**config.mk**
```make
export PLATFORM = sky130hd
export DESIGN_NAME = rom_rr_arbiter_flat
export DESIGN_NICKNAME = d
export VERILOG_FILES = /design/src/rtl/rom_rr_arbiter_pkg.sv /design/src/rtl/rom_rr_arbiter_if.sv /design/src/rtl/rom_rr_arbiter_rr_pick2.sv /design/src/rtl/rom_rr_arbiter.sv /design/src/flat_wrapper.sv
export SDC_FILE = /design/constraint.sdc
export NUM_CORES = 1
export LEC_CHECK = 0
export BUFFER_PORTS_ARGS = -buffer_cell sky130_fd_sc_hd__buf_2
export CORE_MARGIN = 1
export CORE_UTILIZATION = 45
export CTS_BUF_LIST = sky130_fd_sc_hd__clkbuf_8
export DETAILED_ROUTE_END_ITERATION = 8
export MAX_ROUTING_LAYER = met4
export PLACE_DENSITY = 0.85
export SYNTH_ARGS = -nofsm -noshare
export SYNTH_HDL_FRONTEND = slang
export SYNTH_SLANG_ARGS = --single-unit
```
**constraint.sdc**
```tcl
create_clock -name clk -period 2 [get_ports clk]
set_input_delay 0.2 -clock clk [delete_from_list [all_inputs] [get_ports clk]]
set_output_delay 0.2 -clock clk [all_outputs]
set_load 0.02 [all_outputs]
```
**src/rtl/rom_rr_arbiter_pkg.sv**
```systemverilog
`default_nettype none
// ============================================================================
// rom_rr_arbiter_pkg : shared widths and FSM encoding for ROM-client blocks
// Rev 1.0
// ============================================================================
package rom_rr_arbiter_pkg;

  localparam int AW_DEF = 12;
  localparam int DW_DEF = 8;

  typedef enum logic [1:0] {
    ST_IDLE = 2'd0,
    ST_READ = 2'd1,
    ST_DONE = 2'd2
  } state_e;

endpackage
`default_nettype wire

```
**src/rtl/rom_rr_arbiter_if.sv**
```systemverilog
`default_nettype none
// ============================================================================
// rom_rr_arbiter_if : client handshakes plus ROM address/data bus
// Rev 1.0
// ============================================================================
interface rom_rr_arbiter_if #(
  parameter int AW = rom_rr_arbiter_pkg::AW_DEF,
  parameter int DW = rom_rr_arbiter_pkg::DW_DEF
);
  logic          req0;
  logic          req1;
  logic [AW-1:0] addr0;
  logic [AW-1:0] addr1;
  logic [AW-1:0] rom_addr;
  logic [DW-1:0] rom_data;
  logic          gnt0;
  logic          gnt1;
  logic          vld0;
  logic          vld1;
  logic [DW-1:0] rdata;
  logic          busy;

  // master = arbiter side; slave = requesters together with the ROM
  modport master (
    input  req0, req1, addr0, addr1, rom_data,
    output rom_addr, gnt0, gnt1, vld0, vld1, rdata, busy
  );

  modport slave (
    output req0, req1, addr0, addr1, rom_data,
    input  rom_addr, gnt0, gnt1, vld0, vld1, rdata, busy
  );
endinterface
`default_nettype wire

```
**src/rtl/rom_rr_arbiter_rr_pick2.sv**
```systemverilog
`default_nettype none
// ============================================================================
// rom_rr_arbiter_rr_pick2 : combinational two-way round-robin pick
// Rev 1.0
// ============================================================================
module rom_rr_arbiter_rr_pick2 (
  input  logic req0_i,
  input  logic req1_i,
  input  logic last_i,
  output logic any_o,
  output logic win_o
);

  // A lone requester always wins; a tie goes to whoever was not served last.
  assign any_o = req0_i | req1_i;
  assign win_o = (req0_i & req1_i) ? ~last_i : req1_i;

endmodule
`default_nettype wire

```
**src/rtl/rom_rr_arbiter.sv**
```systemverilog
`default_nettype none
// ============================================================================
// rom_rr_arbiter : shares one combinational ROM between two req/vld clients
// Rev 1.0
// ============================================================================
module rom_rr_arbiter
  import rom_rr_arbiter_pkg::*;
#(
  parameter int AW = AW_DEF,
  parameter int DW = DW_DEF
) (
  input  logic             clk,
  input  logic             reset,
  rom_rr_arbiter_if.master bus
);

  state_e        state_q, state_d;
  logic [AW-1:0] rom_addr_q, rom_addr_d;
  logic [DW-1:0] rdata_q, rdata_d;
  logic          gnt0_q, gnt0_d;
  logic          gnt1_q, gnt1_d;
  logic          vld0_q, vld0_d;
  logic          vld1_q, vld1_d;
  logic          busy_q, busy_d;
  logic          last_q, last_d;
  logic          owner_q, owner_d;
  logic          pick_any;
  logic          pick_win;

  rom_rr_arbiter_rr_pick2 u_pick (
    .req0_i (bus.req0),
    .req1_i (bus.req1),
    .last_i (last_q),
    .any_o  (pick_any),
    .win_o  (pick_win)
  );

  always_ff @(posedge clk or posedge reset) begin
    if (reset) begin
      state_q    <= ST_IDLE;
      rom_addr_q <= '0;
      rdata_q    <= '0;
      gnt0_q     <= 1'b0;
      gnt1_q     <= 1'b0;
      vld0_q     <= 1'b0;
      vld1_q     <= 1'b0;
      busy_q     <= 1'b0;
      last_q     <= 1'b1;
      owner_q    <= 1'b0;
    end else begin
      state_q    <= state_d;
      rom_addr_q <= rom_addr_d;
      rdata_q    <= rdata_d;
      gnt0_q     <= gnt0_d;
      gnt1_q     <= gnt1_d;
      vld0_q     <= vld0_d;
      vld1_q     <= vld1_d;
      busy_q     <= busy_d;
      last_q     <= last_d;
      owner_q    <= owner_d;
    end
  end

  // Grants and valids default low so each one is a single-cycle pulse.
  always_comb begin
    state_d    = state_q;
    rom_addr_d = rom_addr_q;
    rdata_d    = rdata_q;
    gnt0_d     = 1'b0;
    gnt1_d     = 1'b0;
    vld0_d     = 1'b0;
    vld1_d     = 1'b0;
    last_d     = last_q;
    owner_d    = owner_q;
    case (state_q)
      ST_IDLE: begin
        if (pick_any) begin
          state_d    = ST_READ;
          owner_d    = pick_win;
          rom_addr_d = pick_win ? bus.addr1 : bus.addr0;
          gnt0_d     = ~pick_win;
          gnt1_d     = pick_win;
        end
      end
      ST_READ: begin
        rdata_d = bus.rom_data;
        vld0_d  = ~owner_q;
        vld1_d  = owner_q;
        last_d  = owner_q;
        state_d = ST_DONE;
      end
      ST_DONE: state_d = ST_IDLE;
      default: state_d = ST_IDLE;
    endcase
    busy_d = (state_d != ST_IDLE);
  end

  assign bus.rom_addr = rom_addr_q;
  assign bus.rdata    = rdata_q;
  assign bus.gnt0     = gnt0_q;
  assign bus.gnt1     = gnt1_q;
  assign bus.vld0     = vld0_q;
  assign bus.vld1     = vld1_q;
  assign bus.busy     = busy_q;

endmodule
`default_nettype wire
```
**src/flat_wrapper.sv**
```systemverilog
// flat-port wrapper written by rule: the top's interface ports become plain ports
module rom_rr_arbiter_flat import rom_rr_arbiter_pkg::*;
#(
  parameter int AW = AW_DEF,
  parameter int DW = DW_DEF
)
  (clk, reset, bus_req0, bus_req1, bus_addr0, bus_addr1, bus_rom_data, bus_rom_addr, bus_gnt0, bus_gnt1, bus_vld0, bus_vld1, bus_rdata, bus_busy);
  rom_rr_arbiter_if #(.AW(AW), .DW(DW)) bus_i ();
  input  logic clk;
  input  logic reset;
  input wire logic [$bits(bus_i.req0)-1:0] bus_req0;
  input wire logic [$bits(bus_i.req1)-1:0] bus_req1;
  input wire logic [$bits(bus_i.addr0)-1:0] bus_addr0;
  input wire logic [$bits(bus_i.addr1)-1:0] bus_addr1;
  input wire logic [$bits(bus_i.rom_data)-1:0] bus_rom_data;
  output wire logic [$bits(bus_i.rom_addr)-1:0] bus_rom_addr;
  output wire logic [$bits(bus_i.gnt0)-1:0] bus_gnt0;
  output wire logic [$bits(bus_i.gnt1)-1:0] bus_gnt1;
  output wire logic [$bits(bus_i.vld0)-1:0] bus_vld0;
  output wire logic [$bits(bus_i.vld1)-1:0] bus_vld1;
  output wire logic [$bits(bus_i.rdata)-1:0] bus_rdata;
  output wire logic [$bits(bus_i.busy)-1:0] bus_busy;
  assign bus_i.req0 = bus_req0;
  assign bus_i.req1 = bus_req1;
  assign bus_i.addr0 = bus_addr0;
  assign bus_i.addr1 = bus_addr1;
  assign bus_i.rom_data = bus_rom_data;
  assign bus_rom_addr = bus_i.rom_addr;
  assign bus_gnt0 = bus_i.gnt0;
  assign bus_gnt1 = bus_i.gnt1;
  assign bus_vld0 = bus_i.vld0;
  assign bus_vld1 = bus_i.vld1;
  assign bus_rdata = bus_i.rdata;
  assign bus_busy = bus_i.busy;
  rom_rr_arbiter #(.AW(AW), .DW(DW)) u_core (.clk(clk), .reset(reset), .bus(bus_i));
endmodule
```
==> flow_summary.yaml, run 1 <==
timing:
  setup-violations-final: 0
  min_period_over_period_pct: 78.2
  worst_slew_pin_slew_ps: 662
  rsz_0062_raised_after_global_routing: "no"
  relSlewSlack_pct: 55.8
  max_freq_mhz: 639
  fin_hold_ws_ps: 9.97
  timing_max_transition_violations_final: 0
  fin_worst_skew_ps: 3.19
  hold_violations: 0
  finalSetupTns_ps: 0
  period_minus_slack_ps: 1560
clock_network:
  cts_setup_buffers: 0
  number_of_buffers_inserted_during_clock_tree_synthesis: 5
  path_clk_slew_ps: 60
  cts_max_path_buffers: 2
  clk_root_buffer_cell: "clkbuf_8"
  cts.sinks: 29
  cts_resized: 0
  cts_max_level: 2
  cts-hold-fix-buffers: 0
  tritoncts: "done"
  worstSkewPairLatency_ps: 270
critical_path:
  worst_setup_path_class: "reg -> reg"
  timing.critical_path.to_type: "flop"
  critPathCapture: "u_core.bus.rom_addr[5]$_DFFE_PP0P_"
  critical_path.startpoint: "u_core.state_q[0]$_DFF_PP0_"
  arrival_ps: 1730
  setup.reg_to_reg.worst_slack_ps: 440
  max_stage_delay_ps: 350
  r2r.worst_path.cells: 5
  worstPathRequired_ps: 2160
  startpoint_type: "flop"
  worst_path_dominant_cell_family: "buffers and inverters"
  critical_path.slowest_cell: "dfrtp_1"
  regToRegEndpoint: "u_core.bus.rom_addr[5]$_DFFE_PP0P_"
  worstPathMaxFanout: 9
  cp.depth: 5
  worstPathCellList: "nor2_1 > o21ai_1 > clkinv_1 > buf_4 > mux2_4"
  path_buf_inv: 2
  worst_r2r_startpoint: "u_core.state_q[0]$_DFF_PP0_"
global_routing:
  first_pass_grt_wire_length_um: 3840
  first_global_vias: 899
  antenna_violations_before_repair: 0
  grt-ovfl-total: 0
  grt_start_max_net_pins: 19
  global_route_total_usage_across_every_layer_pct: 19.7
power_and_ir_drop:
  p_sw_mw: 1.06
  max-vdd-ir-drop_v: 0.000996
  p_seq_share_pct: 37.2
  total_leakage_power_nw: 0.933
  power.density_cell_area_nw_per_um2: 1630
  p_clk_share_pct: 16.6
  power.share.combinational_pct: 46.2
  total_internal_power_mw: 1.66
  power_switching_share_pct: 39.0
drt:
  topRoutingLayerUsed: "met4"
  dr_total_vias: 905
  wl_met2_um: 1240
  remaining_drc_errors: 0
  post_detailed_route_count_of_antenna_violating_nets: 0
  met1_length_um: 1050
  via_per_inst: 4.66
  route.detailed.wl_per_inst_um: 12.8
  postRouteWirelength_um: 2490
  drtPass1Iterations: 3
  metal3_wl_um: 180
  drt_iter0_drc: 13
cells_and_area:
  final_net_count: 199
  share_of_post_route_cells_with_drive_strength_above_1_pct: 59.8
  area_of_the_multi_input_gates_um2: 478
  diodes: 0
  sequential_cell_area_um2: 727
  mostFrequentLayoutCells: "buf_2 (60), dfrtp_1 (28), nand2_1 (25)"
  postLayoutCoreUtil_pct: 65.2
  mostFrequentLayoutCell: "buf_2"
  area.growth.synth_to_final_pct: 32.9
  nFillCells: 217
yosys:
  synth.avg_cell_area_um2: 13.1
  synth_largest_area_cell: "dfrtp_1"
  yosys_register_bits: 29
  synth.top_cells.by_area: "dfrtp_1 (56%), mux2_4 (17%), mux2_2 (8.9%)"
  synth.top_cell.area_share_pct: 55.6
  synthesis.area_um2: 1260
  synth.net_count: 132
  synth_cells: 96
  netlist-cell-type-count: 18
  ys_seq_area_share_pct: 57.7
  yosysWarningCount: 0
place:
  place.port_buffers: 60
  detailed_place_hpwl_um: 1890
  gp_congestion: 0.688
floorplan:
  die_width_um: 54.9
  die_height_um: 54.9
  initial_utilization_pct: 49.1
  dieArea_um2: 3020
  core_region_area_um2: 2570
  fp-row-count: 18
  design.portCount: 61
status:
  run_status: "complete, no violations"
run:
  drv.max_cap_violation_count: 0
min_path:
  hp-class: "in -> async"
-- flip-flops by register name, indices dropped and copies added, names as in the netlist --
register,cells
u_core.bus.rdata,8
u_core.owner_q,1
u_core.state_q,2
u_core.bus.vld0,1
u_core.bus.vld1,1
u_core.bus.rom_addr,12
u_core.last_q,1
u_core.bus.busy,1
u_core.bus.gnt0,1
u_core.bus.gnt1,1
-- Yosys cell counts --
master / number
a21bo_1: 1
a21o_1: 1
and2_2: 1
buf_1: 1
buf_12: 1
buf_2: 1
buf_6: 1
clkinv_1: 2
dfrtp_1: 28
dfstp_2: 1
inv_1: 2
mux2_2: 10
mux2_4: 14
mux2i_1: 1
nand2_1: 25
nand2b_1: 1
nor2_1: 4
o21ai_1: 1
-- cell families (layout without fill, tap and decap cells) --
| kind of cell | Yosys count | count (layout) | synth area share, % |
|---|---|---|---|
| compound gates | 3 | 3 | 1.79 |
| mux | 25 | 25 | 26.4 |
| flops | 29 | 29 | 57.7 |
| buf+inv | 8 | 76 | 4.37 |
| simple gates | 31 | 31 | 9.73 |
-- cell type report --
type	count	share of cell area [%]
inverters	4	0.897
clock inverters	3	1.05
well taps	30	2.24
repair buffers	64	19.7
multi-input cells	59	28.5
flip-flops and latches	29	43.4
clock buffers	5	4.11
-- power groups by stage --
stage	Combinational [mW]	Sequential (mW)	Clock, mW
finish	1.26	1.01	0.454
global route	1.38	1.05	0.491
CTS	1.28	1.02	0.467
detailed placement	1.28	1.02	0
global placement	1.23	1.01	0
floorplan	0.594	1.31	0
-- worst reg2reg max path, delay by kind of cell (launching register included) --
family | cells | cell delay [ps]
buffers and inverters | 2 | 630
flip-flops | 1 | 350
multiplexers | 1 | 300
AO/OA/AOI/OAI | 1 | 130
AND/OR/NAND/NOR | 1 | 40
-- worst min path at each step --
stage | from | endpoint | depth (start not counted)
floorplan | reset | u_core.bus.busy$_DFF_PP0_ | 1
global placement | reset | u_core.bus.rdata[1]$_DFFE_PP0N_ | 2
detailed placement | reset | u_core.bus.rdata[4]$_DFFE_PP0N_ | 2
CTS | reset | u_core.state_q[0]$_DFF_PP0_ | 2
global route | reset | u_core.bus.rdata[7]$_DFFE_PP0N_ | 2
finish | reset | u_core.bus.rdata[7]$_DFFE_PP0N_ | 2
-- per-layer routing --
layer,GRT usage [%],vias to the layer above
li1,-,444
met1,20.4,419
met2,34.1,38
met3,7.65,4
met4,6.67,0
met5,-,-
-- stage by stage --
stage	setup slack, ps	cell area, um2	power [mW]	instances
4_1_cts	429	1670	2.76	194
6_report	436	1670	2.73	194
2_1_floorplan	486	1260	1.91	96
3_5_place_dp	414	1590	2.29	186
5_1_grt	299	1670	2.92	194
3_3_place_gp	453	1590	2.24	186
Note: power is estimated with default switching activity, not from simulation.
==> run 2: changes to the inputs <==
==> constraint.sdc (replaced) <==
create_clock -name clk -period 1.6 [get_ports clk]
set_input_delay 0.16 -clock clk [delete_from_list [all_inputs] [get_ports clk]]
set_output_delay 0.16 -clock clk [all_outputs]
set_load 0.02 [all_outputs]
==> run 2 against run 1 <==
Via count up 1.8%. Highest routed layer unchanged. Largest power group unchanged. First-iteration DRC count is 46% lower. Largest cell class unchanged. Sequential power is 26% higher.
==> flow_summary.yaml, run 2 (same netlist as run 1, synthesis figures left out) <==
cells_and_area:
  final_net_count: 202
  area.growth.synth_to_final_pct: 37.3
  number_of_flip_flops_in_the_largest_register: 12
  postLayoutCellArea_um2: 1730
  diodes: 0
  mostFrequentLayoutCell: "buf_2"
  postLayoutCoreUtil_pct: 67.4
  share_of_post_route_cells_with_drive_strength_above_1_pct: 59.3
  mostFrequentLayoutCells: "buf_2 (60), dfrtp_1 (28), nand2_1 (25)"
timing:
  setup-violations-final: 0
  period_minus_slack_ps: 1540
  timing_max_transition_violations_final: 0
  fin_worst_skew_ps: 6.46
  worst_slew_pin_slew_ps: 351
  max_freq_mhz: 651
  min_period_over_period_pct: 95.9
  hold_violations: 0
  rsz_0062_raised_after_global_routing: "no"
  fin_hold_ws_ps: 75.8
  finalSetupTns_ps: 0
  relSlewSlack_pct: 76.6
run:
  drv.max_cap_violation_count: 0
clock_network:
  cts_setup_buffers: 0
  cts.sinks: 29
  clk_root_buffer_cell: "clkbuf_8"
  cts_max_path_buffers: 2
  number_of_buffers_inserted_during_clock_tree_synthesis: 5
  tritoncts: "done"
  worstSkewPairLatency_ps: 270
  cts_max_level: 2
  path_clk_slew_ps: 60
place:
  gp_congestion: 0.706
  placed_cell_area_um2: 1610
  place.port_buffers: 60
  detailed_place_hpwl_um: 1880
floorplan:
  die_height_um: 54.9
  core_region_area_um2: 2570
  fp-row-count: 18
  dieArea_um2: 3020
  initial_utilization_pct: 49.1
  design.portCount: 61
  die_width_um: 54.9
global_routing:
  grt_start_max_net_pins: 30
  global_route_total_usage_across_every_layer_pct: 19.2
  first_pass_grt_wire_length_um: 3740
  grt-ovfl-total: 0
  antenna_violations_before_repair: 0
  first_global_vias: 890
critical_path:
  worstPathMaxFanout: 8
  worst_setup_path_class: "reg -> reg"
  worstPathRequired_ps: 1750
  arrival_ps: 1680
  timing.critical_path.to_type: "flop"
  startpoint_type: "flop"
drt:
  remaining_drc_errors: 0
  route.detailed.wl_per_inst_um: 13.1
  drt_iter0_drc: 7
  post_detailed_route_count_of_antenna_violating_nets: 0
  via_per_inst: 4.68
  drtPass1Iterations: 4
  dr_total_vias: 921
  postRouteWirelength_um: 2580
power_and_ir_drop:
  power.density_cell_area_nw_per_um2: 1990
  total_leakage_power_nw: 0.966
  max-vdd-ir-drop_v: 0.00135
  power_mw: 3.44
min_path:
  hp-class: "in -> reg"
status:
  run_status: "complete, no violations"
==> run 2: cell count changes in the layout (fill, tap and decap cells not counted), sizes merged <==
cell         change
clkinvlp         -1
dlygate4sd3      +1
inv              +2
buf              +1
clkinv           -1
clkbuf           +1
==> run 2: power breakdown <==
group | leakage [nW] | internal, mW | switching, mW
clock network | 0.0505 | 0.291 | 0.243
registers | 0.351 | 1.10 | 0.169
logic | 0.564 | 0.746 | 0.895
total | 0.966 | 2.14 | 1.31
==> run 2: what timing repair did <==
| action | 4_1_cts | 5_1_grt |
|---|---|---|
| setup endpoints to repair | 0 | 1 |
| hold buffers | 1 | 0 |
| resized for setup | 0 | 2 |
| hold endpoints to repair | 28 | 0 |
==> run 2: final timing paths <==
check,startpoint,slack [ps],end,depth (start not counted)
max,u_core.last_q$_DFFE_PP1N_,60,u_core.bus.rom_addr[8]$_DFFE_PP0P_,4
min,bus_rom_data[6],80,u_core.bus.rdata[6]$_DFFE_PP0N_,3
max reg2reg,u_core.last_q$_DFFE_PP1N_,60,u_core.bus.rom_addr[8]$_DFFE_PP0P_,4
min reg2reg,u_core.owner_q$_DFFE_PP0P_,450,u_core.bus.vld0$_DFF_PP0_,1
max in group asynchronous,reset,770,u_core.last_q$_DFFE_PP1N_,4
min in group asynchronous,reset,510,u_core.bus.rdata[1]$_DFFE_PP0N_,4
==> run 2: final cells by class <==
class                   instances  area (um2)
fillers                       196         837
clock inverters                 3        12.5
inverters                       4        15.0
flip-flops and latches         29         727
repair buffers                 67         385
multi-input cells              59         484
well taps                      30        37.5
clock buffers                   5        68.8
==> run 2: routing by layer <==
| layer | vias to the layer above | routed length [um] | GRT usage (%) |
|---|---|---|---|
| li1 | 450 | - | - |
| met1 | 429 | 1050 | 20.0 |
| met2 | 38 | 1360 | 33.3 |
| met3 | 4 | 149 | 5.74 |
| met4 | 0 | 18 | 8.75 |
| met5 | - | 0 | - |
==> run 2: per-stage QoR <==
stage / cells / setup WS (ps)
final: 197 / 65.0
after global routing: 197 / 35.7
after CTS: 196 / 34.8
after detailed placement: 187 / 42.7
after global placement: 187 / 94.8
after floorplan: 96 / 86.4
==> run 2: critical path, cell delays in order (launching register included) <==
cell,delay (ps)
dfstp_2,540
a21bo_4,160
buf_12,140
mux2_2,330
mux2_2,260
==> run 3: changes to the inputs <==
--- a/config.mk
+++ b/config.mk
@@ -10,8 +10,7 @@
 export CORE_UTILIZATION = 45
 export CTS_BUF_LIST = sky130_fd_sc_hd__clkbuf_8
 export DETAILED_ROUTE_END_ITERATION = 8
-export MAX_ROUTING_LAYER = met4
-export PLACE_DENSITY = 0.85
+export PLACE_DENSITY_LB_ADDON = 0.05
 export SYNTH_ARGS = -nofsm -noshare
 export SYNTH_HDL_FRONTEND = slang
 export SYNTH_SLANG_ARGS = --single-unit
==> run 3 against run 2 <==
Hold slack improved by 2.8 ps. Sequential power barely moved. Flip-flop and latch count unchanged. Clock skew fell by 4.1 ps. Maximum frequency up 0.45%. Largest power group unchanged. Count of clock-buffer cells in the layout increased by 2. Register-to-register slack is essentially flat. Sequential share of layout area increased by 0.21 points. Die area did not move. Highest routed layer unchanged. Utilization down 0.34 points. Via count shrank 1.7%.
==> flow_summary.yaml, run 3 (same netlist as run 1, synthesis figures left out) <==
critical_path:
  worstPathMaxFanout: 6
  arrival_ps: 1680
  r2r.worst_path.cells: 4
  worst_setup_path_class: "reg -> reg"
  timing.critical_path.to_type: "flop"
  worstPathRequired_ps: 1760
  startpoint_type: "flop"
cells_and_area:
  mostFrequentLayoutCells: "buf_2 (60), dfrtp_1 (28), nand2_1 (25)"
  final_net_count: 203
  area.growth.synth_to_final_pct: 36.6
  fin_cells: 198
  number_of_flip_flops_in_the_largest_register: 12
  share_of_post_route_cells_with_drive_strength_above_1_pct: 60.1
  diodes: 0
  mostFrequentLayoutCell: "buf_2"
  nFillCells: 211
place:
  gp_congestion: 0.632
  dp_cells: 189
  detailed_place_hpwl_um: 1700
  place.port_buffers: 60
power_and_ir_drop:
  total_leakage_power_nw: 0.962
  max-vdd-ir-drop_v: 0.00144
  power.density_cell_area_nw_per_um2: 2040
timing:
  period_minus_slack_ps: 1530
  finalSetupTns_ps: 0
  worst_slew_pin_slew_ps: 343
  relSlewSlack_pct: 77.1
  hold_violations: 0
  fin_worst_skew_ps: 2.40
  setup-violations-final: 0
  max_freq_mhz: 654
  rsz_0062_raised_after_global_routing: "no"
  timing_max_transition_violations_final: 0
  min_period_over_period_pct: 95.5
  fin_hold_ws_ps: 78.5
clock_network:
  number_of_buffers_inserted_during_clock_tree_synthesis: 5
  tritoncts: "done"
  worstSkewPairLatency_ps: 270
  cts_resized: 0
  cts_max_level: 2
  cts.sinks: 29
  clk_root_buffer_cell: "clkbuf_8"
  cts_max_path_buffers: 2
  path_clk_slew_ps: 60
floorplan:
  design.portCount: 61
  fp-row-count: 18
  initial_utilization_pct: 49.1
  die_width_um: 54.9
  die_height_um: 54.9
  dieArea_um2: 3020
  core_region_area_um2: 2570
drt:
  drtPass1Iterations: 4
  route.detailed.wl_per_inst_um: 11.4
  post_detailed_route_count_of_antenna_violating_nets: 0
  dr_total_vias: 905
  remaining_drc_errors: 0
  via_per_inst: 4.57
  drt_iter0_drc: 5
  postRouteWirelength_um: 2270
global_routing:
  first_global_vias: 846
  global_route_total_usage_across_every_layer_pct: 17.3
  grt_start_max_net_pins: 30
  antenna_violations_before_repair: 0
  grt-ovfl-total: 0
  first_pass_grt_wire_length_um: 3530
run:
  drv.max_cap_violation_count: 0
min_path:
  hold_path_depth: 3
  hp-class: "in -> reg"
status:
  run_status: "complete, no violations"
==> run 3: changes by cell type in the layout (fill, tap and decap cells not counted) <==
cell,delta
buf_4,+3
inv_1,-2
clkbuf_16,-1
a21bo_4,-1
buf_12,-1
a21bo_1,+1
clkbuf_8,+2
==> run 3: layer usage <==
layer | vias to the layer above | global-route usage (%) | wire length (um)
met5 | - | 0 | 0
met4 | 0 | 6.25 | 26
met3 | 2 | 6.83 | 191
met2 | 36 | 30.5 | 1150
met1 | 412 | 18.6 | 896
li1 | 455 | - | -
==> run 3: worst max-delay path: stages (launching register included) <==
cell and delay [ps]:
dfstp_2 530, a21bo_1 130, buf_4 160, mux2_2 340
mux2_2 260
==> run 3: worst paths after layout <==
path | to | slack, ps | start
setup / recovery | u_core.bus.rom_addr[9]$_DFFE_PP0P_ | 70 | u_core.last_q$_DFFE_PP1N_
hold / removal | u_core.bus.rdata[3]$_DFFE_PP0N_ | 80 | bus_rom_data[3]
setup reg to reg | u_core.bus.rom_addr[9]$_DFFE_PP0P_ | 70 | u_core.last_q$_DFFE_PP1N_
hold reg to reg | u_core.bus.vld0$_DFF_PP0_ | 430 | u_core.owner_q$_DFFE_PP0P_
max in group asynchronous | u_core.last_q$_DFFE_PP1N_ | 810 | reset
min in group asynchronous | u_core.bus.rom_addr[2]$_DFFE_PP0P_ | 490 | reset
==> run 3: through the flow <==
| stage | worst slack [ps] | utilization, % | power [mW] | instance area, um2 |
|---|---|---|---|---|
| finish | 71.8 | 67.1 | 3.51 | 1720 |
| global route | 10.9 | 67.1 | 3.76 | 1720 |
| CTS | 59.6 | 67.1 | 3.57 | 1720 |
| detailed placement | 66.5 | 62.7 | 2.90 | 1610 |
| global placement | 101 | 62.7 | 2.85 | 1610 |
| floorplan | 86.4 | - | 2.39 | 1260 |
==> run 3: where the power goes <==
group	switching, mW	internal, mW	leakage, nW
clock network	0.252	0.388	0.0542
logic	0.889	0.723	0.557
registers	0.157	1.10	0.351
==> run 3: what timing repair did <==
item | CTS | global route
endpoints found under the hold margin | 28 | 0
buffers inserted | 0 | 0
hold buffers | 1 | 0
==> run 3: final cells by class <==
type | count | area [um2] | share of cell area [%]
sequential | 29 | 727 | 42.2
multi-input combinational | 59 | 478 | 27.8
timing repair buffer | 68 | 363 | 21.1
clock buffer | 7 | 96.3 | 5.60
tap | 30 | 37.5 | 2.18
inverter | 4 | 15.0 | 0.872
clock inverter | 1 | 5.00 | 0.291
